===== src/rtl/logic_gate_pkg.sv =====
// Shared types for the pipelined bitwise logic unit: opcode encoding and the
// per-beat flag bundle that travels with every result.
package logic_gate_pkg;

  localparam int OP_W = 3;

  typedef enum logic [OP_W-1:0] {
    OP_AND    = 3'd0,
    OP_OR     = 3'd1,
    OP_XOR    = 3'd2,
    OP_NAND   = 3'd3,
    OP_NOR    = 3'd4,
    OP_XNOR   = 3'd5,
    OP_PASS_A = 3'd6,
    OP_RSVD   = 3'd7
  } op_e;

  // Width-independent tail of the beat; the instantiating module prepends y[WIDTH-1:0].
  typedef struct packed {
    logic y_zero;
    logic y_ones;
    logic op_err;
  } beat_flags_t;

  function automatic logic op_is_reserved(input op_e op);
    return (op == OP_RSVD);
  endfunction

endpackage


===== src/rtl/logic_gate_pipe_if.sv =====
// Operand/result stream bundle for logic_gate_pipe; the producer/consumer side
// uses the master modport, the unit itself uses slave.
interface logic_gate_pipe_if #(
  parameter int WIDTH = 8,
  parameter int CNT_W = 16
);
  logic             in_valid;
  logic             in_ready;
  logic [WIDTH-1:0] a;
  logic [WIDTH-1:0] b;
  logic [2:0]       op;
  logic             out_valid;
  logic             out_ready;
  logic [WIDTH-1:0] y;
  logic             y_zero;
  logic             y_ones;
  logic             op_err;
  logic [CNT_W-1:0] xfer_cnt;

  modport master (
    output in_valid, a, b, op, out_ready,
    input  in_ready, out_valid, y, y_zero, y_ones, op_err, xfer_cnt
  );

  modport slave (
    input  in_valid, a, b, op, out_ready,
    output in_ready, out_valid, y, y_zero, y_ones, op_err, xfer_cnt
  );
endinterface


===== src/rtl/logic_gate_skid.sv =====
// One-entry skid buffer in front of an output register. in_ready is the
// registered inverse of the skid-full bit, so it never depends on out_ready.
module logic_gate_skid #(
  parameter int DATA_W = 8
) (
  input  logic              clk,
  input  logic              rst_n,
  input  logic              in_valid,
  output logic              in_ready,
  input  logic [DATA_W-1:0] in_data,
  output logic              out_valid,
  input  logic              out_ready,
  output logic [DATA_W-1:0] out_data
);

  logic              out_valid_q, out_valid_d;
  logic [DATA_W-1:0] out_data_q, out_data_d;
  logic              skid_full_q, skid_full_d;
  logic [DATA_W-1:0] skid_data_q, skid_data_d;
  logic              accept, xfer;

  assign accept = in_valid && !skid_full_q;
  assign xfer   = out_valid_q && out_ready;

  always_comb begin
    out_valid_d = out_valid_q;
    out_data_d  = out_data_q;
    skid_full_d = skid_full_q;
    skid_data_d = skid_data_q;
    if (skid_full_q) begin
      // Skid only fills while the output is held, so draining it keeps out_valid high.
      if (xfer) begin
        out_data_d  = skid_data_q;
        skid_full_d = 1'b0;
      end
    end else if (accept) begin
      if (!out_valid_q || xfer) begin
        out_data_d  = in_data;
        out_valid_d = 1'b1;
      end else begin
        skid_data_d = in_data;
        skid_full_d = 1'b1;
      end
    end else if (xfer) begin
      out_valid_d = 1'b0;
    end
  end

  always_ff @(posedge clk or negedge rst_n) begin
    if (!rst_n) begin
      out_valid_q <= 1'b0;
      out_data_q  <= '0;
      skid_full_q <= 1'b0;
      skid_data_q <= '0;
    end else begin
      out_valid_q <= out_valid_d;
      out_data_q  <= out_data_d;
      skid_full_q <= skid_full_d;
      skid_data_q <= skid_data_d;
    end
  end

  assign in_ready  = !skid_full_q;
  assign out_valid = out_valid_q;
  assign out_data  = out_data_q;

endmodule


===== src/rtl/logic_gate_pipe.sv =====
// Pipelined two-operand bitwise logic unit: decodes op, derives zero/ones/error
// flags, buffers the beat through logic_gate_skid and counts output transfers.
module logic_gate_pipe
  import logic_gate_pkg::*;
#(
  parameter int WIDTH = 8,
  parameter int CNT_W = 16
) (
  input logic               clk,
  input logic               rst_n,
  logic_gate_pipe_if.slave  bus
);

  typedef struct packed {
    logic [WIDTH-1:0] y;
    beat_flags_t      flags;
  } beat_t;

  localparam int BEAT_W = $bits(beat_t);

  logic [WIDTH-1:0] res_y;
  logic             res_err;
  op_e              op_dec;
  beat_t            res_beat;
  beat_t            out_beat;
  logic [CNT_W-1:0] xfer_cnt_q, xfer_cnt_d;

  assign op_dec = op_e'(bus.op);

  always_comb begin
    res_y   = '0;
    res_err = op_is_reserved(op_dec);
    unique case (op_dec)
      OP_AND:    res_y = bus.a & bus.b;
      OP_OR:     res_y = bus.a | bus.b;
      OP_XOR:    res_y = bus.a ^ bus.b;
      OP_NAND:   res_y = ~(bus.a & bus.b);
      OP_NOR:    res_y = ~(bus.a | bus.b);
      OP_XNOR:   res_y = ~(bus.a ^ bus.b);
      OP_PASS_A: res_y = bus.a;
      default:   res_y = '0;
    endcase
  end

  // Flags are computed before the register so they stay aligned with y.
  always_comb begin
    res_beat              = '0;
    res_beat.y            = res_y;
    res_beat.flags.y_zero = (res_y == '0);
    res_beat.flags.y_ones = (res_y == '1);
    res_beat.flags.op_err = res_err;
  end

  logic_gate_skid #(
    .DATA_W (BEAT_W)
  ) u_skid (
    .clk       (clk),
    .rst_n     (rst_n),
    .in_valid  (bus.in_valid),
    .in_ready  (bus.in_ready),
    .in_data   (res_beat),
    .out_valid (bus.out_valid),
    .out_ready (bus.out_ready),
    .out_data  (out_beat)
  );

  always_comb begin
    xfer_cnt_d = xfer_cnt_q;
    if (bus.out_valid && bus.out_ready) xfer_cnt_d = xfer_cnt_q + CNT_W'(1);
  end

  always_ff @(posedge clk or negedge rst_n) begin
    if (!rst_n) xfer_cnt_q <= '0;
    else        xfer_cnt_q <= xfer_cnt_d;
  end

  assign bus.y        = out_beat.y;
  assign bus.y_zero   = out_beat.flags.y_zero;
  assign bus.y_ones   = out_beat.flags.y_ones;
  assign bus.op_err   = out_beat.flags.op_err;
  assign bus.xfer_cnt = xfer_cnt_q;

endmodule

===== src/flat_wrapper.sv =====
// flat-port wrapper written by rule: the top's interface ports become plain ports
module logic_gate_pipe_flat import logic_gate_pkg::*;
#(
  parameter int WIDTH = 8,
  parameter int CNT_W = 16
)
  (clk, rst_n, bus_in_valid, bus_a, bus_b, bus_op, bus_out_ready, bus_in_ready, bus_out_valid, bus_y, bus_y_zero, bus_y_ones, bus_op_err, bus_xfer_cnt);
  logic_gate_pipe_if #(.WIDTH(WIDTH), .CNT_W(CNT_W)) bus_i ();
  input logic clk;
  input logic rst_n;
  input wire logic [$bits(bus_i.in_valid)-1:0] bus_in_valid;
  input wire logic [$bits(bus_i.a)-1:0] bus_a;
  input wire logic [$bits(bus_i.b)-1:0] bus_b;
  input wire logic [$bits(bus_i.op)-1:0] bus_op;
  input wire logic [$bits(bus_i.out_ready)-1:0] bus_out_ready;
  output wire logic [$bits(bus_i.in_ready)-1:0] bus_in_ready;
  output wire logic [$bits(bus_i.out_valid)-1:0] bus_out_valid;
  output wire logic [$bits(bus_i.y)-1:0] bus_y;
  output wire logic [$bits(bus_i.y_zero)-1:0] bus_y_zero;
  output wire logic [$bits(bus_i.y_ones)-1:0] bus_y_ones;
  output wire logic [$bits(bus_i.op_err)-1:0] bus_op_err;
  output wire logic [$bits(bus_i.xfer_cnt)-1:0] bus_xfer_cnt;
  assign bus_i.in_valid = bus_in_valid;
  assign bus_i.a = bus_a;
  assign bus_i.b = bus_b;
  assign bus_i.op = bus_op;
  assign bus_i.out_ready = bus_out_ready;
  assign bus_in_ready = bus_i.in_ready;
  assign bus_out_valid = bus_i.out_valid;
  assign bus_y = bus_i.y;
  assign bus_y_zero = bus_i.y_zero;
  assign bus_y_ones = bus_i.y_ones;
  assign bus_op_err = bus_i.op_err;
  assign bus_xfer_cnt = bus_i.xfer_cnt;
  logic_gate_pipe #(.WIDTH(WIDTH), .CNT_W(CNT_W)) u_core (.clk(clk), .rst_n(rst_n), .bus(bus_i));
endmodule

===== config.mk =====
export PLATFORM = sky130hd
export DESIGN_NAME = logic_gate_pipe_flat
export DESIGN_NICKNAME = d
export VERILOG_FILES = /design/src/rtl/logic_gate_pkg.sv /design/src/rtl/logic_gate_pipe_if.sv /design/src/rtl/logic_gate_skid.sv /design/src/rtl/logic_gate_pipe.sv /design/src/flat_wrapper.sv
export SDC_FILE = /design/constraint.sdc
export NUM_CORES = 1
export LEC_CHECK = 0
export CELL_PAD_IN_SITES_DETAIL_PLACEMENT = 0
export CELL_PAD_IN_SITES_GLOBAL_PLACEMENT = 1
export CORE_MARGIN = 1
export CORE_UTILIZATION = 38
export DETAILED_ROUTE_END_ITERATION = 7
export GPL_TIMING_DRIVEN = 0
export PLACE_DENSITY = 0.83
export SKIP_CTS_REPAIR_TIMING = 1
export SYNTH_ARGS = -nofsm -noshare
export SYNTH_HDL_FRONTEND = slang
export SYNTH_SLANG_ARGS = --single-unit

===== constraint.sdc =====
create_clock -name clk -period 2.1 [get_ports clk]
set_clock_uncertainty 0.1 [all_clocks]
set_input_delay 0.42 -clock clk [delete_from_list [all_inputs] [get_ports clk]]
set_output_delay 0.42 -clock clk [all_outputs]
set_load 0.05 [all_outputs]

== Yosys cells after proc, flatten, opt, wreduce, memory -nomap -nowiden ==
Cells that the tools add are included.
Word-level totals
  register bits after elaboration: 40
  bits of input ports: 23
  output and inout port bits: 29
  logic and storage cells: 49
Cells by class
  add/sub/neg operators: 1
  equality and inequality tests: 10
  multiplexer cells: 12
  bitwise logic cells: 8
  reductions and logical operators: 13
Operators by type and width (number)
  $pmux 8 s7: 1
  $mux 11: 4
  $not 8->8: 3
  $add 16x1->16 const B: 1
  $eq 3x3->1 const B: 4
  $reduce_and 3->1: 3
  $and 8x8->8: 1
  $eq 8x8->1 const B: 1
  $logic_not 8->1: 1
  $or 8x8->8: 1
  $xor 8x8->8: 1
  $mux 1: 7
  $eq 3x2->1 const B: 2
  $reduce_bool 2->1: 3
  $ne 2x1->1 const B: 2
  $eq 3x1->1 const B: 1
  $logic_not 3->1: 1
  $logic_and 1x1->1: 2
  $logic_not 1->1: 2
  $not 1->1: 2
  $logic_or 1x1->1: 1

== Logic depth before layout (Yosys ltp) ==
Gate-level depths: netlist of the first run.
  depth in word-level cells: 7
  depth in mapped cells: 9
  mapped depth without buffers: 8

== Cells and area by module ==
From an unflattened synthesis of the first run, not the netlist that was laid out.
Unflattened totals
  cells, all modules: 242
  area total of the unflattened synthesis: 2635.0 µm²
By module, submodules not included
  logic_gate_pipe: instances 1, cells each 172, area each 1511.4 µm², seq. area each 400.4 µm²
  logic_gate_skid: instances 1, cells each 70, area each 1123.6 µm², seq. area each 600.6 µm²

== Worst setup path after synthesis of the first run ==
Ideal clock, no wire load.
  path kind: input to register
  start: input bus_b[3]
  end: register u_core.u_skid.out_data_q[1] (netlist: u_core.u_skid.out_data[1])
  setup time: 0.103 ns
  arrival: 1.925 ns
  data required time: 1.897 ns
  setup slack: -0.029 ns
  stages: 6
  path buffers: 0
  cells stage by stage: inv_1 > ha_1 > a311oi_1 > a211oi_1 > or4_4 > o41ai_2
Between the ends
  longest elaborated chain between the ends: 7
  elaborated cells between the ends (all ways): 11
  classes of those cells: eq/ne: 1; mux: 4; bitwise: 6
RTL lines
  from (decl): RTL line flat_wrapper.sv:13  | input wire logic [$bits(bus_i.b)-1:0] bus_b;
  $xor 8x8->8, or another cell as far along: RTL line logic_gate_pipe.sv:36, logic_gate_pipe.sv:39
  $not 8->8, on equally long branches: RTL line logic_gate_pipe.sv:39, logic_gate_pipe.sv:37, logic_gate_pipe.sv:38
  $pmux 8 s7 *: RTL line logic_gate_pipe.sv:33  | unique case (op_dec)
  $eq 8x8->1 *: RTL line logic_gate_pipe.sv:50  | res_beat.flags.y_ones = (res_y == '1);
  $mux 11 *: RTL line logic_gate_skid.sv:37  | if (!out_valid_q || xfer) begin
  $mux 11 *: RTL line logic_gate_skid.sv:36  | end else if (accept) begin
  $mux 11 *: RTL line logic_gate_skid.sv:30  | if (skid_full_q) begin
  to (signal assigned): RTL line logic_gate_skid.sv:57  | out_data_q <= out_data_d;
  to (decl): RTL line logic_gate_skid.sv:17  | logic [DATA_W-1:0] out_data_q, out_data_d;
Every way passes the cells marked *; elsewhere a longest branch is shown, timed or not. The select of a mux whose other input is x is not followed.
A chain may end at the register's enable or synchronous reset.

== Final worst setup path of the first run ==
  start: input bus_a[7]
  end: register u_core.u_skid.out_data_q[1] (netlist: u_core.u_skid.out_data[1])
Between the ends
  longest elaborated chain between the ends: 7
  elaborated cells between the ends (all ways): 11
  classes of those cells: eq/ne: 1; mux: 4; bitwise: 6
RTL lines
  from (decl): RTL line flat_wrapper.sv:12  | input wire logic [$bits(bus_i.a)-1:0] bus_a;
  $xor 8x8->8, or another cell as far along: RTL line logic_gate_pipe.sv:36, logic_gate_pipe.sv:39
  $not 8->8, on equally long branches: RTL line logic_gate_pipe.sv:39, logic_gate_pipe.sv:37, logic_gate_pipe.sv:38
  $pmux 8 s7 *: RTL line logic_gate_pipe.sv:33
  $eq 8x8->1 *: RTL line logic_gate_pipe.sv:50
  $mux 11 *: RTL line logic_gate_skid.sv:37
  $mux 11 *: RTL line logic_gate_skid.sv:36
  $mux 11 *: RTL line logic_gate_skid.sv:30
Marked as above.

==> flow_metrics.py, run 1 <==
metrics = {
    "run_status": {
        "status": "finished, final reports clean",
    },
    "yosys": {
        "synth.distinct_cells": 39,
        "synth-seq-cells": 40,
        "synth_fa_ha_area_share_pct": 8.58,
        "synth_top_family_by_area": "compound AO/OA/AOI/OAI gates",
        "synth-simple-area-share_pct": 16.5,
        "synth_compound_area_share_pct": 17.0,
        "yosys_warnings": 0,
        "synth_area_um2": 2480,
        "synthCells": 273,
        "synth_xor_area_share_pct": 5.30,
        "synth_flop_cell": "dfrtp_1",
        "synth.area.mux_share_pct": 5.40,
        "synth_edf_count": 0,
        "postSynthAreaPerCell_um2": 9.08,
        "syn_nets": 313,
        "synth_async_sr_flop_share_pct": 100,
        "ys_seq_area_share_pct": 40.4,
    },
    "routing": {
        "drc": 0,
        "vias": 2151,
        "wl_per_cell_um": 13.9,
        "vias_per_cell": 5.16,
        "drtPass1Iterations": 4,
        "drt_first_iter_violations": 70,
        "drtAntennaViolNets": 0,
        "drt_wl_total_um": 5780,
    },
    "worst_setup_path": {
        "crit_family": "compound AO/OA/AOI/OAI gates",
        "critPathKind": "in2reg",
        "critPathBufInv": 2,
        "cp_num_cells": 8,
        "endpoint": "u_core.u_skid.out_data[1]",
        "reg2reg_to": "u_core.u_skid.out_data[7]",
        "required_ns": 2.19,
        "r2r_setup_slack_ns": 0.33,
        "crit_slowest_cell": "or4_4",
        "startpoint_type": "input port",
        "max_stage_delay_ns": 0.45,
        "endpoint_kind": "register",
        "rr_startpoint": "u_core.u_skid.skid_full_q",
        "startpoint": "bus_a[7]",
        "critical_path_arrival_ns": 2.13,
        "path_cells": "dlymetal6s2s_1 -> inv_1 -> ha_4 -> mux2i_1 -> a311oi_2 -> a211oi_4 -> or4_4 -> o41ai_2",
        "reg2regPathDepth": 5,
        "worstPathMaxFanout": 3,
    },
    "cts": {
        "cts-root-buf": "clkbuf_8",
        "clockBufferDepth": 2,
        "cts_buffers": 5,
        "h-tree-depth": 2,
        "clk_pin_slew_worst_paths_ns": 0.08,
        "tritoncts": "built",
        "numClockSinks": 40,
        "clock_latency_ns": 0.29,
    },
    "final_layout": {
        "most-common-layout-cells": "dfrtp_1 (40), nand2_1 (31), clkdlybuf4s50_1 (25)",
        "multi_input_area_um2": 1600,
        "finish.utilization_pct": 56.4,
        "final_nets": 379,
        "regArea_um2": 1000,
        "fillCellCount": 593,
        "final_common_cell": "dfrtp_1",
        "area_growth_pct": 43.7,
        "antenna_cells": 0,
        "drive_above_1_share_pct": 23.5,
    },
    "timing": {
        "worst_pin_slew_ns": 0.876,
        "setup_viol": 0,
        "fin_crit_ns": 2.04,
        "period_share_pct": 97.1,
        "maxSlewHeadroom_pct": 41.6,
        "drv_slew": 0,
        "clock.fmax_ghz": 0.490,
        "hold_viol_final": 0,
    },
    "floorplan": {
        "start_util_pct": 39.3,
        "rows": 29,
        "die-area_um2": 6850,
        "die_w_um": 82.8,
        "die_y_um": 82.8,
        "coreArea_um2": 6310,
        "pin_count": 52,
    },
    "pwr": {
        "power.share.combinational_pct": 50.3,
        "p_int_mw": 1.89,
        "pwr-share-seq_pct": 34.4,
        "pwr-share-clk_pct": 15.4,
        "netSwitchingFraction_pct": 44.5,
        "power_mw": 3.41,
        "leakage_nw": 1.71,
        "p_per_area_nw_per_um2": 957,
        "ir_drop_mv": 0.670,
        "p_switching_mw": 1.51,
    },
    "global_route": {
        "grt_start_max_net_pins": 41,
        "antenna_found_initial": 0,
        "grt_pass1_wl_um": 8890,
        "grt.overflow.total": 0,
        "grt_use_total_pct": 16.7,
        "grt_pass1_vias": 2033,
    },
    "placed_design": {
        "port_buffers": 50,
        "gp_congestion": 0.775,
        "dp.final_hpwl_um": 4030,
    },
    "hold_path": {
        "holdCritPathClass": "in2async",
    },
    "flow_run": {
        "cap_violations": 0,
    },
}
==> worst register-to-register path, cell delays in order, from the launching register on <==
cell,delay (ns)
dfrtp_1,0.32
clkbuf_1,0.32
mux2i_2,0.20
o21ai_2,0.20
clkbuf_1,0.35
o21ai_0,0.15
==> power groups by stage <==
stage	Combinational, mW	Clock, mW	Sequential, mW
after floorplan	0.603	0	1.65
after global placement	1.59	0	1.18
after detailed placement	1.60	0	1.19
after CTS	1.61	0.538	1.17
after global routing	1.86	0.572	1.21
final	1.71	0.524	1.17
==> cell usage after synthesis, drive strengths merged (5+ instances only) <==
| cell type | number | share of area [%] |
|---|---|---|
| a311oi | 5 | 1.8 |
| o21ai | 25 | 5.0 |
| mux2i | 10 | 4.0 |
| nand2 | 31 | 4.7 |
| ha | 17 | 8.6 |
| and3 | 5 | 1.3 |
| nor3 | 7 | 1.4 |
| xnor2 | 13 | 4.6 |
| nand3 | 10 | 2.0 |
| inv | 23 | 3.5 |
| nor2 | 13 | 2.0 |
| buf | 8 | 2.3 |
| clkbuf | 7 | 1.1 |
| dfrtp | 40 | 40 |
| a21oi | 19 | 3.8 |
==> per-layer routing <==
layer / share of wire [%] / vias to the layer above / track usage, %
met1: 44 / 1020 / 20.1
met3: 4.1 / 5 / 3.41
li1: - / 1079 / -
met2: 51 / 47 / 30.2
met4: 0.85 / 0 / 3.62
met5: 0 / - / 0
==> area by class of cell <==
type	instances	area share, %
clock buffers	8	2.53
inverters	23	2.42
plain buffers	15	2.78
well taps	77	2.71
multi-input cells	195	44.8
flip-flops and latches	40	28.1
repair buffers	59	16.7
==> registers in the layout, summed over array words and instances, names as in the netlist <==
signal                     count
u_core.u_skid.skid_data_q     11
u_core.u_skid.out_data        11
u_core.u_skid.skid_full_q      1
u_core.bus.xfer_cnt           16
u_core.u_skid.out_valid        1
==> metrics by stage <==
step                      instances  TNS [ns]  worst slack [ns]  instance area (um^2)  hold slack [ns]
after CTS                       408     -3.32            -0.409                  3170            0.189
final                           417         0            0.0611                  3560            0.145
after detailed placement        400     -9.89            -0.712                  3080            0.360
after global routing            417   -0.0994           -0.0639                  3560            0.228
after global placement          400    -29.11            -0.715                  3090            0.353
after floorplan                 273         0            0.0258                  2490           0.0244
==> cells by family after synthesis <==
group / Yosys count
buffers and inverters: 38
and+or+nand+nor: 83
AOI/OAI and AO/OA: 67
xor gates and xnor gates: 15
muxes: 13
adders and majority gates: 17
DFF: 40
==> worst min-delay path by stage <==
| stage | start | end | slack, ns | cells after the start |
|---|---|---|---|---|
| global placement | u_core.u_skid.skid_data_q[2] | u_core.u_skid.skid_data_q[2] | 0.35 | 2 |
| CTS | rst_n | u_core.u_skid.out_valid | 0.19 | 1 |
| global route | rst_n | u_core.bus.xfer_cnt[3] | 0.23 | 1 |
| detailed placement | u_core.u_skid.skid_data_q[1] | u_core.u_skid.skid_data_q[1] | 0.36 | 2 |
| finish | rst_n | u_core.bus.xfer_cnt[3] | 0.15 | 1 |
| floorplan | rst_n | u_core.bus.xfer_cnt[0] | 0.02 | 0 |
No activity file was read; power rests on OpenSTA's default activity.
==> run 2, diff against run 1 <==
--- a/config.mk
+++ b/config.mk
@@ -7,6 +7,7 @@
 export LEC_CHECK = 0
 export CELL_PAD_IN_SITES_DETAIL_PLACEMENT = 0
 export CELL_PAD_IN_SITES_GLOBAL_PLACEMENT = 1
+export CORE_ASPECT_RATIO = 1.25
 export CORE_MARGIN = 1
 export CORE_UTILIZATION = 38
 export DETAILED_ROUTE_END_ITERATION = 7
==> flow_metrics.py, run 2 (synthesized netlist as in run 1, its figures left out) <==
metrics = {
    "pwr": {
        "ir_drop_mv": 0.524,
        "leakage_nw": 1.75,
        "netSwitchingFraction_pct": 40.8,
        "power.share.combinational_pct": 45.6,
        "p_int_mw": 2.21,
        "p_switching_mw": 1.52,
        "pwr-share-seq_pct": 31.4,
        "p_per_area_nw_per_um2": 1030,
        "pwr-share-clk_pct": 23.0,
    },
    "worst_setup_path": {
        "critPathKind": "in2reg",
        "reg2regPathDepth": 5,
        "worstPathMaxFanout": 4,
        "critical_path_arrival_ns": 2.14,
        "rr_startpoint": "u_core.u_skid.skid_full_q",
        "max_stage_delay_ns": 0.57,
        "crit_family": "compound AO/OA/AOI/OAI gates",
        "endpoint_kind": "register",
        "reg2reg_to": "u_core.u_skid.out_data[3]",
        "crit_slowest_cell": "or4_4",
        "critPathBufInv": 2,
        "r2r_setup_slack_ns": 0.33,
        "path_cells": "dlymetal6s2s_1 -> inv_1 -> ha_1 -> a311oi_2 -> a211oi_2 -> or4_4 -> o41ai_2",
        "startpoint_type": "input port",
        "required_ns": 2.19,
    },
    "hold_path": {
        "holdCritPathClass": "in2async",
    },
    "cts": {
        "h-tree-depth": 2,
        "numClockSinks": 40,
        "cts-root-buf": "clkbuf_8",
        "cts_buffers": 5,
        "clk_pin_slew_worst_paths_ns": 0.08,
        "tritoncts": "built",
        "clockBufferDepth": 2,
        "clock_latency_ns": 0.29,
    },
    "floorplan": {
        "coreArea_um2": 6250,
        "die_y_um": 92.3,
        "pin_count": 52,
        "start_util_pct": 39.7,
        "rows": 32,
        "die-area_um2": 6850,
        "die_w_um": 74.2,
    },
    "global_route": {
        "grt_start_max_net_pins": 41,
        "grt_pass1_vias": 2075,
        "grt.overflow.total": 0,
        "grt_pass1_wl_um": 9170,
        "antenna_found_initial": 0,
        "grt_use_total_pct": 16.9,
    },
    "routing": {
        "vias_per_cell": 5.07,
        "drt_wl_total_um": 5620,
        "drt_first_iter_violations": 48,
        "drc": 0,
        "drtPass1Iterations": 4,
        "drtAntennaViolNets": 0,
        "vias": 2140,
        "wl_per_cell_um": 13.3,
    },
    "final_layout": {
        "antenna_cells": 0,
        "final_nets": 376,
        "drive_above_1_share_pct": 22.3,
        "stdcell_count": 422,
        "final_common_cell": "dfrtp_1",
        "area_growth_pct": 46.2,
        "most-common-layout-cells": "dfrtp_1 (40), nand2_1 (31), clkdlybuf4s50_1 (26)",
        "largest_register_ffs": 16,
    },
    "timing": {
        "drv_slew": 0,
        "maxSlewHeadroom_pct": 42.3,
        "fin_crit_ns": 2.05,
        "fin_setup_tns_ns": 0,
        "setup_viol": 0,
        "worst_pin_slew_ns": 0.865,
        "hold_viol_final": 0,
        "clock.fmax_ghz": 0.488,
        "period_share_pct": 97.6,
    },
    "placed_design": {
        "port_buffers": 50,
        "post-place-cells": 408,
        "dp.final_hpwl_um": 4060,
        "gp_congestion": 0.758,
    },
    "run_status": {
        "status": "finished, final reports clean",
    },
    "flow_run": {
        "cap_violations": 0,
    },
}
-- run 2: cell count changes in the layout (fill, tap and decap cells not counted), sizes merged --
| cell | change |
|---|---|
| bufinv | +3 |
| clkdlybuf4s50 | +1 |
| buf | -4 |
| dlymetal6s2s | +1 |
| clkbuf | -4 |
-- run 2: cell type report --
| cell class | instances | area (um^2) |
|---|---|---|
| Tap cell | 85 | 106 |
| Clock buffer | 5 | 68.8 |
| Buffer | 15 | 98.8 |
| Multi-Input combinational cell | 195 | 1590 |
| Fill cell | 586 | 2620 |
| Sequential cell | 40 | 1000 |
| Clock inverter | 3 | 90.1 |
| Inverter | 23 | 86.3 |
| Timing Repair Buffer | 56 | 583 |
-- run 2: worst max-delay path by stage --
stage,from,endpoint,slack (ns),cells past startpoint
after floorplan,bus_op[1],u_core.u_skid.out_data[1],0.03,7
after global placement,bus_op[0],u_core.u_skid.out_data[1],-0.70,8
after detailed placement,bus_op[0],u_core.u_skid.out_data[1],-0.72,8
after CTS,bus_op[0],u_core.u_skid.out_data[1],-0.41,8
after global routing,bus_op[0],u_core.u_skid.out_data[1],-0.004,8
final,bus_a[3],u_core.u_skid.out_data[1],0.05,7
-- run 2: metrics by stage --
stage	total power, mW	hold slack (ns)	worst slack (ns)	instance area, um^2	utilization [%]
final	3.74	0.136	0.0501	3620	58.0
after global routing	3.97	0.212	-0.00354	3620	58.0
after CTS	3.66	0.162	-0.412	3250	52.0
after detailed placement	2.79	0.363	-0.724	3090	49.5
after global placement	2.76	0.354	-0.700	3100	49.6
after floorplan	2.26	0.0244	0.0258	2490	-
-- run 2: power groups by stage --
stage	logic, mW	clock network (mW)	registers, mW
2_1_floorplan	0.603	0	1.65
3_3_place_gp	1.58	0	1.18
3_5_place_dp	1.60	0	1.19
4_1_cts	1.60	0.878	1.17
5_1_grt	1.86	0.903	1.21
6_report	1.70	0.861	1.17
-- run 2: metal layers --
metal / vias up / part of all wire (%) / wire (um) / GRT usage, %
met3: 8 / 3.7 / 210 / 2.61
met2: 53 / 54 / 3020 / 32.7
li1: 1077 / - / - / -
met5: - / 0 / 0 / 0
met1: 1002 / 41 / 2300 / 18.5
met4: 0 / 1.5 / 87 / 4.09
-- run 2: worst reg2reg max path, stage by stage (launching register included) --
cell      delay [ns]
dfrtp_1         0.32
clkbuf_1        0.32
mux2i_2         0.20
o21ai_2         0.21
clkbuf_1        0.35
o21ai_0         0.15
==> run 3, diff against run 2 <==
--- a/config.mk
+++ b/config.mk
@@ -13,6 +13,7 @@
 export DETAILED_ROUTE_END_ITERATION = 7
 export GPL_TIMING_DRIVEN = 0
 export PLACE_DENSITY = 0.83
+export RECOVER_POWER = 100
 export SKIP_CTS_REPAIR_TIMING = 1
 export SYNTH_ARGS = -nofsm -noshare
 export SYNTH_HDL_FRONTEND = slang
==> flow_metrics.py, run 3 (synthesized netlist as in run 1, its figures left out) <==
metrics = {
    "run_status": {
        "status": "finished, final reports clean",
    },
    "routing": {
        "drc": 0,
        "vias_per_cell": 5.08,
        "drtAntennaViolNets": 0,
        "drt_first_iter_violations": 49,
        "drtPass1Iterations": 4,
        "drt_wl_total_um": 5620,
        "wl_per_cell_um": 13.3,
        "vias": 2143,
    },
    "placed_design": {
        "pre_cts_ws_ns": -0.724,
        "gp_congestion": 0.758,
        "dp.final_hpwl_um": 4060,
        "port_buffers": 50,
        "post_dp_cell_area_um2": 3090,
    },
    "worst_setup_path": {
        "crit_slowest_cell": "or4_4",
        "critPathBufInv": 2,
        "critPathKind": "in2reg",
        "max_stage_delay_ns": 0.57,
        "path_cells": "dlymetal6s2s_1 -> inv_1 -> ha_1 -> a311oi_2 -> a211oi_2 -> or4_4 -> o41ai_2",
        "required_ns": 2.19,
        "cp_num_cells": 7,
        "crit_family": "compound AO/OA/AOI/OAI gates",
        "worstPathMaxFanout": 4,
        "startpoint_type": "input port",
        "reg2regPathDepth": 5,
        "endpoint_kind": "register",
        "critical_path_arrival_ns": 2.14,
    },
    "global_route": {
        "antenna_found_initial": 0,
        "grt_pass1_wl_um": 9170,
        "grt_start_max_net_pins": 41,
        "grt.overflow.total": 0,
        "grt_use_total_pct": 16.9,
        "grt_pass1_vias": 2075,
    },
    "cts": {
        "tritoncts": "built",
        "numClockSinks": 40,
        "clk_pin_slew_worst_paths_ns": 0.08,
        "cts-root-buf": "clkbuf_8",
        "clock_latency_ns": 0.29,
        "cts_buffers": 5,
        "h-tree-depth": 2,
        "clockBufferDepth": 2,
    },
    "final_layout": {
        "most-common-layout-cells": "dfrtp_1 (40), nand2_1 (31), clkdlybuf4s50_1 (22)",
        "final_nets": 376,
        "final_common_cell": "dfrtp_1",
        "antenna_cells": 0,
        "area_growth_pct": 44.3,
        "largest_register_ffs": 16,
        "drive_above_1_share_pct": 22.0,
        "final_area_um2": 3580,
    },
    "timing": {
        "fin_setup_tns_ns": 0,
        "hold_viol_final": 0,
        "maxSlewHeadroom_pct": 35.5,
        "period_share_pct": 97.7,
        "setup_viol": 0,
        "fin_crit_ns": 2.05,
        "clock.fmax_ghz": 0.487,
        "worst_pin_slew_ns": 0.967,
        "hold-worst-slack_ns": 0.169,
        "drv_slew": 0,
        "layout_setup_ws_ns": 0.0485,
    },
    "flow_run": {
        "cap_violations": 0,
    },
    "floorplan": {
        "die-area_um2": 6850,
        "die_y_um": 92.3,
        "coreArea_um2": 6250,
        "die_w_um": 74.2,
        "pin_count": 52,
        "rows": 32,
        "start_util_pct": 39.7,
    },
    "pwr": {
        "ir_drop_mv": 0.486,
        "leakage_nw": 1.68,
        "p_per_area_nw_per_um2": 1030,
    },
    "hold_path": {
        "holdCritPathClass": "in2async",
    },
}
[run 3: cell types whose count changed in the layout (fill, tap and decap cells not counted), moves of 4 or more]
cell             previous run  this run
clkdlybuf4s50_1            26        22
dlymetal6s2s_1             21        16
clkbuf_1                    6        11
dlygate4sd3_1               0         4
[run 3: worst paths after layout]
kind	start	endpoint	slack, ns
hold / removal	rst_n	u_core.bus.xfer_cnt[0]	0.17
setup reg to reg	u_core.u_skid.skid_full_q	u_core.u_skid.out_data[3]	0.32
setup / recovery	bus_a[3]	u_core.u_skid.out_data[1]	0.05
min in group clk	u_core.bus.xfer_cnt[15]	u_core.bus.xfer_cnt[15]	0.38
max in group asynchronous	rst_n	u_core.u_skid.out_data[6]	1.13
hold reg to reg	u_core.bus.xfer_cnt[15]	u_core.bus.xfer_cnt[15]	0.38
[run 3: final cells by class]
| class | instances | area, um^2 |
|---|---|---|
| flip-flops and latches | 40 | 1000 |
| well taps | 85 | 106 |
| fillers | 593 | 2670 |
| repair buffers | 56 | 539 |
| clock inverters | 3 | 90.1 |
| multi-input cells | 195 | 1590 |
| plain buffers | 15 | 98.8 |
| clock buffers | 5 | 68.8 |
| inverters | 23 | 86.3 |
[run 3: report_power, final]
| group | total, mW | internal (mW) | leakage [nW] | switching (mW) |
|---|---|---|---|---|
| logic | 1.66 | 0.574 | 1.08 | 1.09 |
| clock network | 0.861 | 0.594 | 0.0784 | 0.267 |
| registers | 1.17 | 1.00 | 0.523 | 0.169 |
[run 3: through the flow]
stage / utilization [%] / power [mW] / instances
after floorplan: - / 2.26 / 273
after global placement: 49.6 / 2.76 / 408
after detailed placement: 49.5 / 2.79 / 408
after CTS: 52.0 / 3.66 / 416
after global routing: 57.3 / 3.93 / 422
final: 57.3 / 3.70 / 422
[run 3: per-layer routing]
layer | track usage, % | part of all wire [%]
met1 | 18.5 | 41
met2 | 32.7 | 53
met3 | 2.61 | 3.7
met4 | 4.09 | 1.5
met5 | 0 | 0
==> patch (settings of run 1) <==
`CNT_W` is set to 16 in 3 places; all go to 24.
--- a/src/rtl/logic_gate_pipe_if.sv
+++ b/src/rtl/logic_gate_pipe_if.sv
@@ -3,5 +3,5 @@
 interface logic_gate_pipe_if #(
   parameter int WIDTH = 8,
-  parameter int CNT_W = 16
+  parameter int CNT_W = 24
 );
   logic             in_valid;
--- a/src/rtl/logic_gate_pipe.sv
+++ b/src/rtl/logic_gate_pipe.sv
@@ -5,5 +5,5 @@
 #(
   parameter int WIDTH = 8,
-  parameter int CNT_W = 16
+  parameter int CNT_W = 24
 ) (
   input logic               clk,
--- a/src/flat_wrapper.sv
+++ b/src/flat_wrapper.sv
@@ -3,5 +3,5 @@
 #(
   parameter int WIDTH = 8,
-  parameter int CNT_W = 16
+  parameter int CNT_W = 24
 )
   (clk, rst_n, bus_in_valid, bus_a, bus_b, bus_op, bus_out_ready, bus_in_ready, bus_out_valid, bus_y, bus_y_zero, bus_y_ones, bus_op_err, bus_xfer_cnt);
Interface: changed (resized bus_xfer_cnt); port bits go from 52 to 60. No check against the original RTL was run, so the function may have changed too.
==> patch against run 1 <==
Clock power rose by 6.7%. Sequential cell count rose by 8. Setup slack got worse by 22 ps. Design area rose by 14%. Largest power group unchanged. Worst hold slack improved by 240 ps. Combinational power rose by 2%. Total power rose by 7.6%. Wire length rose by 15%. Area after synthesis rose by 17%. Critical path type is now register to output pin. Highest routed layer unchanged.
==> patch: results (changes against run 1) <==
| Metric | Value |
|---|---|
| Number of DRC markers in iteration 0 | 45 (was 70) |
| Mapped Avg Cell Area | 9.20 sq um (was 9.08 sq um) |
| Cell family with most CP delay | buffers and inverters (was compound AO/OA/AOI/OAI gates) |
| GP Congestion | 0.856 (was 0.775) |
| Status | finished clean (unchanged) |
| Final HPWL DP | 4830 um (was 4030 um) |
| Layout cells sized above 1 | 18.2% (was 23.5%) |
| Buffers on Ports | 58 (was 50) |
| CP peak stage delay | 830 ps (was 450 ps) |
| Sequential-to-total area share from yosys stat | 41.6% (was 40.4%) |
| Reg2reg start | u_core.u_skid.out_valid (was u_core.u_skid.skid_full_q) |
| Placed cells | 472 (was 400) |
| Worst hold slack | 381 ps (was 145 ps) |
| Max Fanout on Critical Path | 4 (was 3) |
| Peak VDD IR | 0.440 mV (was 0.670 mV) |
| P_sw | 1.58 mW (was 1.51 mW) |
| Non-filler instance count after layout | 490 (was 417) |
| Multi-input gate area in the final layout | 0.00167 sq mm (was 0.00160 sq mm) |
| Area contributors post-synth | dfrtp_1 (42%), ha_1 (7.4%), xnor2_1 (5.2%) (was dfrtp_1 (40%), ha_1 (8.6%), o21ai_0 (4.8%)) |
| Filler cell count | 679 (was 593) |
| Min-delay worst type | register to register (was input pin to asynchronous set/reset pin) |
| Drt total wl | 6660 um (was 5780 um) |
| Post-DP Area | 0.00361 sq mm (was 0.00308 sq mm) |
| Nets@finish | 431 (was 379) |
| GR Util All Layers | 16.7% (about the same) |
-- patch: cell count changes in the layout (fill, tap and decap cells not counted), sizes merged, moves of 4 or more --
cell                 run 1  this run
a311oi                   5         1
xnor2                   13        17
clkbuf                  21        13
nand4                    3         9
nor2                    13        23
dfrtp                   40        48
dlymetal6s2s            20        32
buf                     16        22
xor2                     2         6
a22o                     0         4
-- patch: power groups by stage --
stage | clock network (mW) | logic, mW | registers (mW)
global route | 0.614 | 1.91 | 1.39
detailed placement | 0 | 1.66 | 1.37
CTS | 0.574 | 1.67 | 1.36
floorplan | 0 | 0.645 | 1.83
finish | 0.559 | 1.75 | 1.36
global placement | 0 | 1.63 | 1.37
-- patch: worst max path at each step --
| stage | to | slack [ps] | depth (start not counted) | start |
|---|---|---|---|---|
| 2_1_floorplan | u_core.bus.xfer_cnt[19] | -50 | 9 | u_core.u_skid.out_valid |
| 3_3_place_gp | u_core.u_skid.out_valid | -990 | 1 | rst_n |
| 3_5_place_dp | u_core.u_skid.skid_data_q[1] | -950 | 9 | bus_a[3] |
| 4_1_cts | u_core.u_skid.skid_data_q[1] | -610 | 9 | bus_a[3] |
| 5_1_grt | u_core.u_skid.out_data[1] | -20 | 8 | bus_op[0] |
| 6_report | bus_xfer_cnt[21] | 40 | 1 | u_core.bus.xfer_cnt[21] |
-- patch: layout make-up --
type / instances / share of cell area, %
clock inverter: 1 / 0.215
buffer: 15 / 2.95
timing repair buffer: 71 / 18.8
clock buffer: 6 / 2.03
inverter: 27 / 2.49
multi-input combinational: 223 / 41.0
sequential: 48 / 29.6
tap: 99 / 3.04
-- patch: logic make-up after synthesis --
kind of cell | count (synthesis) | synth area share (%)
buffers and inverters | 43 | 7.06
DFF | 48 | 41.6
adders and majority gates | 17 | 7.36
AOI/OAI and AO/OA | 65 | 13.7
muxes | 15 | 5.33
xor gates and xnor gates | 23 | 6.97
and+or+nand+nor | 103 | 18.0
-- patch: routing by layer --
layer,up-vias,wire [um],global-route usage [%]
met1,1175,3090,22.9
met2,59,3190,27.1
li1,1229,-,-
met5,-,0,0
met4,0,83,5.05
met3,12,290,2.77
